`config.mk`:
```
export PLATFORM = sky130hd
export DESIGN_NAME = rs_frame_sequencer
export DESIGN_NICKNAME = d
export VERILOG_FILES = /design/src/rtl/rs_seq_pkg.sv /design/src/rtl/rs_byte_fifo.sv /design/src/rtl/rs_frame_sequencer.sv
export SDC_FILE = /design/constraint.sdc
export NUM_CORES = 1
export LEC_CHECK = 0
export CAP_MARGIN = 40
export CORE_MARGIN = 2
export CORE_UTILIZATION = 59
export DETAILED_ROUTE_END_ITERATION = 10
export PLACE_DENSITY_LB_ADDON = 0.3
export SLEW_MARGIN = 0
export SYNTH_ARGS = -nofsm -noshare
export SYNTH_HDL_FRONTEND = slang
export SYNTH_SLANG_ARGS = --single-unit
export TNS_END_PERCENT = 50
```
`constraint.sdc`:
```
create_clock -name clk -period 2.8 [get_ports clk]
set_input_delay 0.42 -clock clk [delete_from_list [all_inputs] [get_ports clk]]
set_output_delay 0.42 -clock clk [all_outputs]
set_load 0.1 [all_outputs]
```
`src/rtl/rs_seq_pkg.sv`:
```
// rs_seq_pkg: shared encodings and defaults for the RS(204,188) frame sequencer.
// Imported by rs_byte_fifo and rs_frame_sequencer.
package rs_seq_pkg;

  typedef enum logic [1:0] {
    IDLE     = 2'd0,
    LOAD     = 2'd1,
    WAIT_DEC = 2'd2,
    DRAIN    = 2'd3
  } seq_state_e;

  localparam int N_BYTES_DEF    = 204;
  localparam int K_BYTES_DEF    = 188;
  localparam int FIFO_DEPTH_DEF = 16;
  localparam int TIMEOUT_DEF    = 19008;

  localparam int ST_FAIL = 0;
  localparam int ST_PAR  = 1;
  localparam int ST_OVR  = 2;

endpackage

```
`src/rtl/rs_byte_fifo.sv`:
```
// rs_byte_fifo: receive FIFO, {parity, byte} entries.
// A pop frees a slot for a push in the same cycle even when full.
module rs_byte_fifo
  import rs_seq_pkg::*;
#(
  parameter int DEPTH = FIFO_DEPTH_DEF,
  parameter int W     = 9
) (
  input  logic         clk,
  input  logic         rst_n,
  input  logic         flush_i,
  input  logic         push_i,
  input  logic [W-1:0] wdata_i,
  input  logic         pop_i,
  output logic [W-1:0] rdata_o,
  output logic         empty_o,
  output logic         drop_o
);

  localparam int AW = $clog2(DEPTH);

  logic [W-1:0] mem_q [DEPTH];
  logic [AW:0]  wptr_q, rptr_q;
  logic         full, do_push, do_pop;

  assign empty_o = (wptr_q == rptr_q);
  assign full    = (wptr_q[AW] != rptr_q[AW]) &&
                   (wptr_q[AW-1:0] == rptr_q[AW-1:0]);
  assign do_pop  = pop_i && !empty_o;
  assign do_push = push_i && (!full || do_pop);
  assign drop_o  = push_i && !do_push;
  assign rdata_o = mem_q[rptr_q[AW-1:0]];

  always_ff @(posedge clk or negedge rst_n) begin
    if (!rst_n) begin
      wptr_q <= '0;
      rptr_q <= '0;
    end else if (flush_i) begin
      wptr_q <= '0;
      rptr_q <= '0;
    end else begin
      if (do_push) wptr_q <= wptr_q + 1'b1;
      if (do_pop)  rptr_q <= rptr_q + 1'b1;
    end
  end

  always_ff @(posedge clk) begin
    if (do_push && !flush_i) mem_q[wptr_q[AW-1:0]] <= wdata_i;
  end

endmodule

```
`src/rtl/rs_frame_sequencer.sv`:
```
// rs_frame_sequencer: UART -> RS(204,188) decoder framing and output forwarding.
// Define RS_SEQ_TIMEOUT_EN to abort a stalled LOAD after TIMEOUT_CLKS idle clocks.
module rs_frame_sequencer
  import rs_seq_pkg::*;
#(
  parameter int N_BYTES    = N_BYTES_DEF,
  parameter int K_BYTES    = K_BYTES_DEF,
  parameter int FIFO_DEPTH = FIFO_DEPTH_DEF
`ifdef RS_SEQ_TIMEOUT_EN
  , parameter int TIMEOUT_CLKS = TIMEOUT_DEF
`endif
) (
  input  logic       clk,
  input  logic       reset,
  input  logic [7:0] rx_byte,
  input  logic       rx_valid,
  input  logic       rx_parity_err,
  output logic       dec_start,
  output logic [7:0] dec_data,
  output logic       dec_in_valid,
  input  logic       dec_ready,
  output logic       dec_abort,
  input  logic [7:0] dec_out_data,
  input  logic       dec_out_valid,
  input  logic       dec_fail,
  output logic [7:0] out_data,
  output logic       out_valid,
  output logic       out_last,
  output logic [2:0] frame_status,
  output logic       frame_err,
  output logic       busy
);

  logic [1:0] rst_sync_q;
  logic       rst_n;

  // Assert asynchronously, release two clocks after reset deasserts.
  always_ff @(posedge clk or negedge reset) begin
    if (!reset) rst_sync_q <= '0;
    else        rst_sync_q <= {rst_sync_q[0], 1'b1};
  end
  assign rst_n = rst_sync_q[1];

  seq_state_e state_q, state_d;
  logic [7:0] in_cnt_q, in_cnt_d;
  logic [7:0] out_cnt_q, out_cnt_d, out_cnt_n;
  logic       ovr_q, ovr_d, par_q, par_d;
  logic       fail_q, fail_d, fail_n;
  logic [7:0] out_data_q, out_data_d;
  logic       out_valid_q, out_valid_d;
  logic       out_last_q, out_last_d;
  logic [2:0] status_q, status_d;
  logic [8:0] head;
  logic       empty, drop, hs, fwd;
  logic       expire, flush;

  rs_byte_fifo #(
    .DEPTH (FIFO_DEPTH),
    .W     (9)
  ) u_fifo (
    .clk     (clk),
    .rst_n   (rst_n),
    .flush_i (flush),
    .push_i  (rx_valid),
    .wdata_i ({rx_parity_err, rx_byte}),
    .pop_i   (hs),
    .rdata_o (head),
    .empty_o (empty),
    .drop_o  (drop)
  );

  assign dec_in_valid = !empty &&
                        (state_q == IDLE || state_q == LOAD);
  assign dec_data     = dec_in_valid ? head[7:0] : 8'h00;
  assign hs           = dec_in_valid && dec_ready;
  assign dec_start    = hs && (state_q == IDLE);
  assign fwd          = dec_out_valid &&
                        (state_q == WAIT_DEC || state_q == DRAIN);
  assign busy         = (state_q != IDLE) || !empty;

`ifdef RS_SEQ_TIMEOUT_EN
  logic [14:0] idle_q, idle_d;
  logic        abort_q;
  logic        stall;

  assign stall  = (state_q == LOAD) && !hs && !rx_valid;
  assign expire = stall && (idle_q == 15'(TIMEOUT_CLKS - 1));
  assign flush  = expire;

  always_comb begin
    idle_d = '0;
    if (stall) idle_d = idle_q + 15'd1;
  end

  always_ff @(posedge clk or negedge rst_n) begin
    if (!rst_n) begin
      idle_q  <= '0;
      abort_q <= 1'b0;
    end else begin
      idle_q  <= idle_d;
      abort_q <= expire;
    end
  end

  assign dec_abort = abort_q;
  assign frame_err = abort_q;
`else
  assign expire    = 1'b0;
  assign flush     = 1'b0;
  assign dec_abort = 1'b0;
  assign frame_err = 1'b0;
`endif

  always_comb begin
    state_d     = state_q;
    in_cnt_d    = in_cnt_q;
    out_cnt_d   = out_cnt_q;
    ovr_d       = ovr_q | drop;
    par_d       = par_q | (hs & head[8]);
    fail_d      = fail_q;
    out_data_d  = out_data_q;
    out_valid_d = 1'b0;
    out_last_d  = 1'b0;
    status_d    = 3'b000;
    out_cnt_n   = (state_q == WAIT_DEC) ? 8'd1 : out_cnt_q + 8'd1;
    fail_n      = (state_q == WAIT_DEC) ? dec_fail : fail_q;
    unique case (state_q)
      IDLE: begin
        if (hs) begin
          state_d  = LOAD;
          in_cnt_d = 8'd1;
        end
      end
      LOAD: begin
        if (expire) begin
          status_d[ST_OVR]  = ovr_q;
          status_d[ST_PAR]  = par_q;
          ovr_d    = 1'b0;
          par_d    = 1'b0;
          fail_d   = 1'b0;
          in_cnt_d = 8'd0;
          state_d  = IDLE;
        end else if (hs) begin
          in_cnt_d = in_cnt_q + 8'd1;
          if (in_cnt_q == 8'(N_BYTES - 1)) state_d = WAIT_DEC;
        end
      end
      WAIT_DEC, DRAIN: begin
        if (fwd) begin
          out_valid_d = 1'b1;
          out_data_d  = dec_out_data;
          fail_d      = fail_n;
          out_cnt_d   = out_cnt_n;
          state_d     = DRAIN;
          // Drops seen on the closing cycle belong to the next frame.
          if (out_cnt_n == 8'(K_BYTES)) begin
            out_last_d        = 1'b1;
            status_d[ST_OVR]  = ovr_q;
            status_d[ST_PAR]  = par_q;
            status_d[ST_FAIL] = fail_n;
            ovr_d     = drop;
            par_d     = 1'b0;
            fail_d    = 1'b0;
            in_cnt_d  = 8'd0;
            out_cnt_d = 8'd0;
            state_d   = IDLE;
          end
        end
      end
      default: state_d = IDLE;
    endcase
  end

  always_ff @(posedge clk or negedge rst_n) begin
    if (!rst_n) begin
      state_q     <= IDLE;
      in_cnt_q    <= '0;
      out_cnt_q   <= '0;
      ovr_q       <= 1'b0;
      par_q       <= 1'b0;
      fail_q      <= 1'b0;
      out_data_q  <= '0;
      out_valid_q <= 1'b0;
      out_last_q  <= 1'b0;
      status_q    <= '0;
    end else begin
      state_q     <= state_d;
      in_cnt_q    <= in_cnt_d;
      out_cnt_q   <= out_cnt_d;
      ovr_q       <= ovr_d;
      par_q       <= par_d;
      fail_q      <= fail_d;
      out_data_q  <= out_data_d;
      out_valid_q <= out_valid_d;
      out_last_q  <= out_last_d;
      status_q    <= status_d;
    end
  end

  assign out_data     = out_data_q;
  assign out_valid    = out_valid_q;
  assign out_last     = out_last_q;
  assign frame_status = status_q;

endmodule

```
==> impl_metrics.tcl <==
set metrics [dict create \
    status "complete, but fails checks" \
    violations "negative setup slack" \
    max-slew-margin-rel_pct 56.3 \
    hp-class "reg -> async" \
    ys_async_sr_fraction_pct 24.2 \
    clock_skew_ps 8.55 \
    max_cap_violations 0 \
    tightest_slew_ps 655 \
    finalPower_uw 10700 \
    yosysSeqAreaShare_pct 69.5 \
    die_w_um 120 \
    clk_latency_ps 430 \
    ir_drop_uv 867 \
    post_drt_wl_per_cell_um 24.7 \
    synth_cell_types 52 \
    drt_iter0_drc 522 \
    critPathLaunchType "flop" \
    hold_viol 0 \
    final_nets 576 \
    regArea_um2 5480 \
    hold_slack_ps 93.5 \
    p_per_area_nw_per_um2 1110 \
    cts_htree_levels 4 \
    multiInputGateArea_um2 2340 \
    clock.fmax_mhz 335 \
    start_util_pct 60.0 \
    hpwl_mm 10.2 \
    syn_avg_cell_area_um2 17.3 \
    rows 42 \
    cts.clk_slew.worst_paths_ps 70 \
    cp-end-kind "output pin" \
    synth_warnings 0 \
    synth_edf_count 144 \
    synthCells 455 \
    ctsHoldBuffers 0 \
    cts_tree "yes" \
    setup_ws_ps -182 \
    worstPathArrival_ps 2560 \
    place_congestion 0.829 \
    drtPass1Iterations 5 \
    synth_area_um2 7880 \
    drive_gt1_share_pct 30.3 \
    diodes 0 \
    grt_pass1_wl_mm 27.7 \
    antenna_left 0 \
    io_pins 49 \
    crit_type "reg -> out" \
    grtUsageTotal_pct 27.0 \
    fin_crit_ps 2980 \
    die_h_um 120 \
    rsz0062_at_grt "true" \
    cts-root-buf "clkbuf_16" \
    portBuffers 46 \
    core_um2 13100 \
    grt_max_degree 40 \
    synth-main-ff-cell "edfxtp_1" \
    cp_max_fo 8 \
    areaGrowthSynthToFinish_pct 22.0 \
    route.detailed.drc 0 \
    clkSinkCount 190 \
    cellLeakagePower_uw 0.00350 \
    report.final.slew_viol_count 0 \
    die-area_um2 14300 \
    cts_buffer_depth 2 \
    vias_per_cell 6.36 \
    vias 4670 \
    crit_required_ps 2380 \
    overflow 0 \
    grt_pass1_vias 4732 \
    antenna_found_initial 0 \
    ys_ff_latch 190 \
    timing.setup.tns_ps -980 \
    finalCritPeriodShare_pct 106 \
    cts_made_buffers 17 \
    drt-total-wl_mm 18.1 \
    fillers 760 \
    setup_violations 9 \
]
==> what timing repair did <==
action                                  CTS  global route
hold endpoints to repair                  0             0
cloned                                    4             0
pin swaps                                 1             8
gates resized for setup                  15             3
endpoints found under the setup margin   10            12
setup buffers                            14             6
==> cell usage after synthesis, types with 2 or more instances <==
library cell,number,area [µm²]
a211oi_1,2,15.0
a21oi_1,5,25.0
a22o_1,2,17.5
a31oi_1,3,18.8
and2_1,20,125
and3_1,11,68.8
buf_1,3,11.3
buf_2,4,20.0
buf_4,2,15.0
buf_6,3,33.8
clkbuf_1,7,26.3
conb_1,2,7.51
dfrtp_1,46,1150
edfxtp_1,144,4320
ha_1,7,87.6
inv_1,4,15.0
inv_2,2,7.51
mux2_2,8,90.1
mux4_2,45,1010
nand2_1,31,116
nand2b_1,2,12.5
nand3_1,11,55.1
nand4_1,6,37.5
nor2_1,12,45.0
nor2b_1,5,31.3
nor3_1,8,40.0
nor3b_1,2,15.0
o21ai_0,3,15.0
o21ai_1,12,60.1
o22ai_1,2,12.5
o2bb2ai_1,2,17.5
o31ai_1,4,30.0
xnor2_1,13,114
xor2_1,4,35.0
==> per-layer routing <==
metal,up-vias,track usage [%],wire length (µm),share of wire [%]
li1,1959,-,-,-
met1,2459,35.6,7050,39
met2,203,44.4,9310,51
met3,49,6.89,1220,6.7
met4,0,9.34,539,3.0
met5,-,0,0,0
==> sequential cells by signal, summed over array words and instances (netlist names) <==
| signal | flops |
|---|---|
| out_data | 8 |
| ovr_q | 1 |
| fail_q | 1 |
| u_fifo.mem_q | 144 |
| rst_sync_q | 2 |
| out_valid | 1 |
| in_cnt_q | 8 |
| frame_status | 3 |
| out_cnt_q | 8 |
| u_fifo.wptr_q | 5 |
| out_last | 1 |
| state_q | 2 |
| par_q | 1 |
| u_fifo.rptr_q | 5 |
==> metrics by stage <==
stage          worst slack, ps  cells  utilization [%]  instance area, µm²
2_1_floorplan              130    456                -                7880
3_3_place_gp               269    683             66.6                8750
3_5_place_dp               212    684             66.8                8770
4_1_cts                   -180    732             73.4                9640
5_1_grt                   -208    734             73.2                9610
6_report                  -182    734             73.2                9610
==> cells by family after synthesis <==
| logic type | synth area share (%) |
|---|---|
| AOI/OAI and AO/OA | 3.61 |
| xor gates and xnor gates | 1.89 |
| adders and majority gates | 1.11 |
| buffers and inverters | 1.64 |
| DFF | 69.5 |
| muxes | 14.1 |
| other | 0.0953 |
| and+or+nand+nor | 8.01 |
==> power by group <==
part	leakage (µW)	switching [µW]	internal, µW
Combinational	0.00135	2560	2170
Clock	0.000275	1070	1240
Sequential	0.00187	250	3380
==> layout make-up <==
cell class / instances / area share (%)
multi-input combinational: 241 / 24.4
tap: 176 / 2.29
sequential: 190 / 57.0
clock inverter: 14 / 1.43
timing repair buffer: 90 / 10.2
inverter: 6 / 0.234
clock buffer: 17 / 4.43
==> worst max-delay path: stages (launching register included) <==
cell,delay (ps)
dfrtp_2,450
buf_12,140
buf_12,130
mux4_2,530
mux4_2,510
and3_4,200
buf_12,160
==> layout by cell type, fill, tap and decap left out, types with 3 or more instances in the layout <==
cell type and instances:
edfxtp_1 144, buf_4 47, mux4_2 45, dfrtp_1 44
nand2_1 31, clkdlybuf4s50_1 22, and2_1 20, buf_12 20
clkbuf_16 17, xnor2_1 12, nor2_1 12, nand3_1 11
o21ai_1 11, and3_4 8, nor3_1 8, mux2_2 8
ha_1 7, nand4_1 6, nor2b_1 5, a21oi_1 5
inv_1 4, xor2_1 4, o31ai_1 4, and3_1 3
a31oi_1 3, o21ai_0 3, conb_1 3, clkinv_4 3
==> final timing paths <==
kind | from | endpoint | slack (ps) | cells past startpoint
worst max-delay path | u_fifo.rptr_q[0] | dec_data[5] | -180 | 6
worst min-delay path | rst_sync_q[1] | out_data[3] | 90 | 0
worst max register to register | u_fifo.rptr_q[0] | u_fifo.wptr_q[4] | 140 | 11
worst min register to register | rst_sync_q[1] | out_data[3] | 90 | 0
max in group asynchronous | rst_sync_q[1] | u_fifo.rptr_q[0] | 2260 | 1
min in group clk | rst_sync_q[0] | rst_sync_q[1] | 350 | 0
No activity file was read; power rests on OpenSTA's default activity.
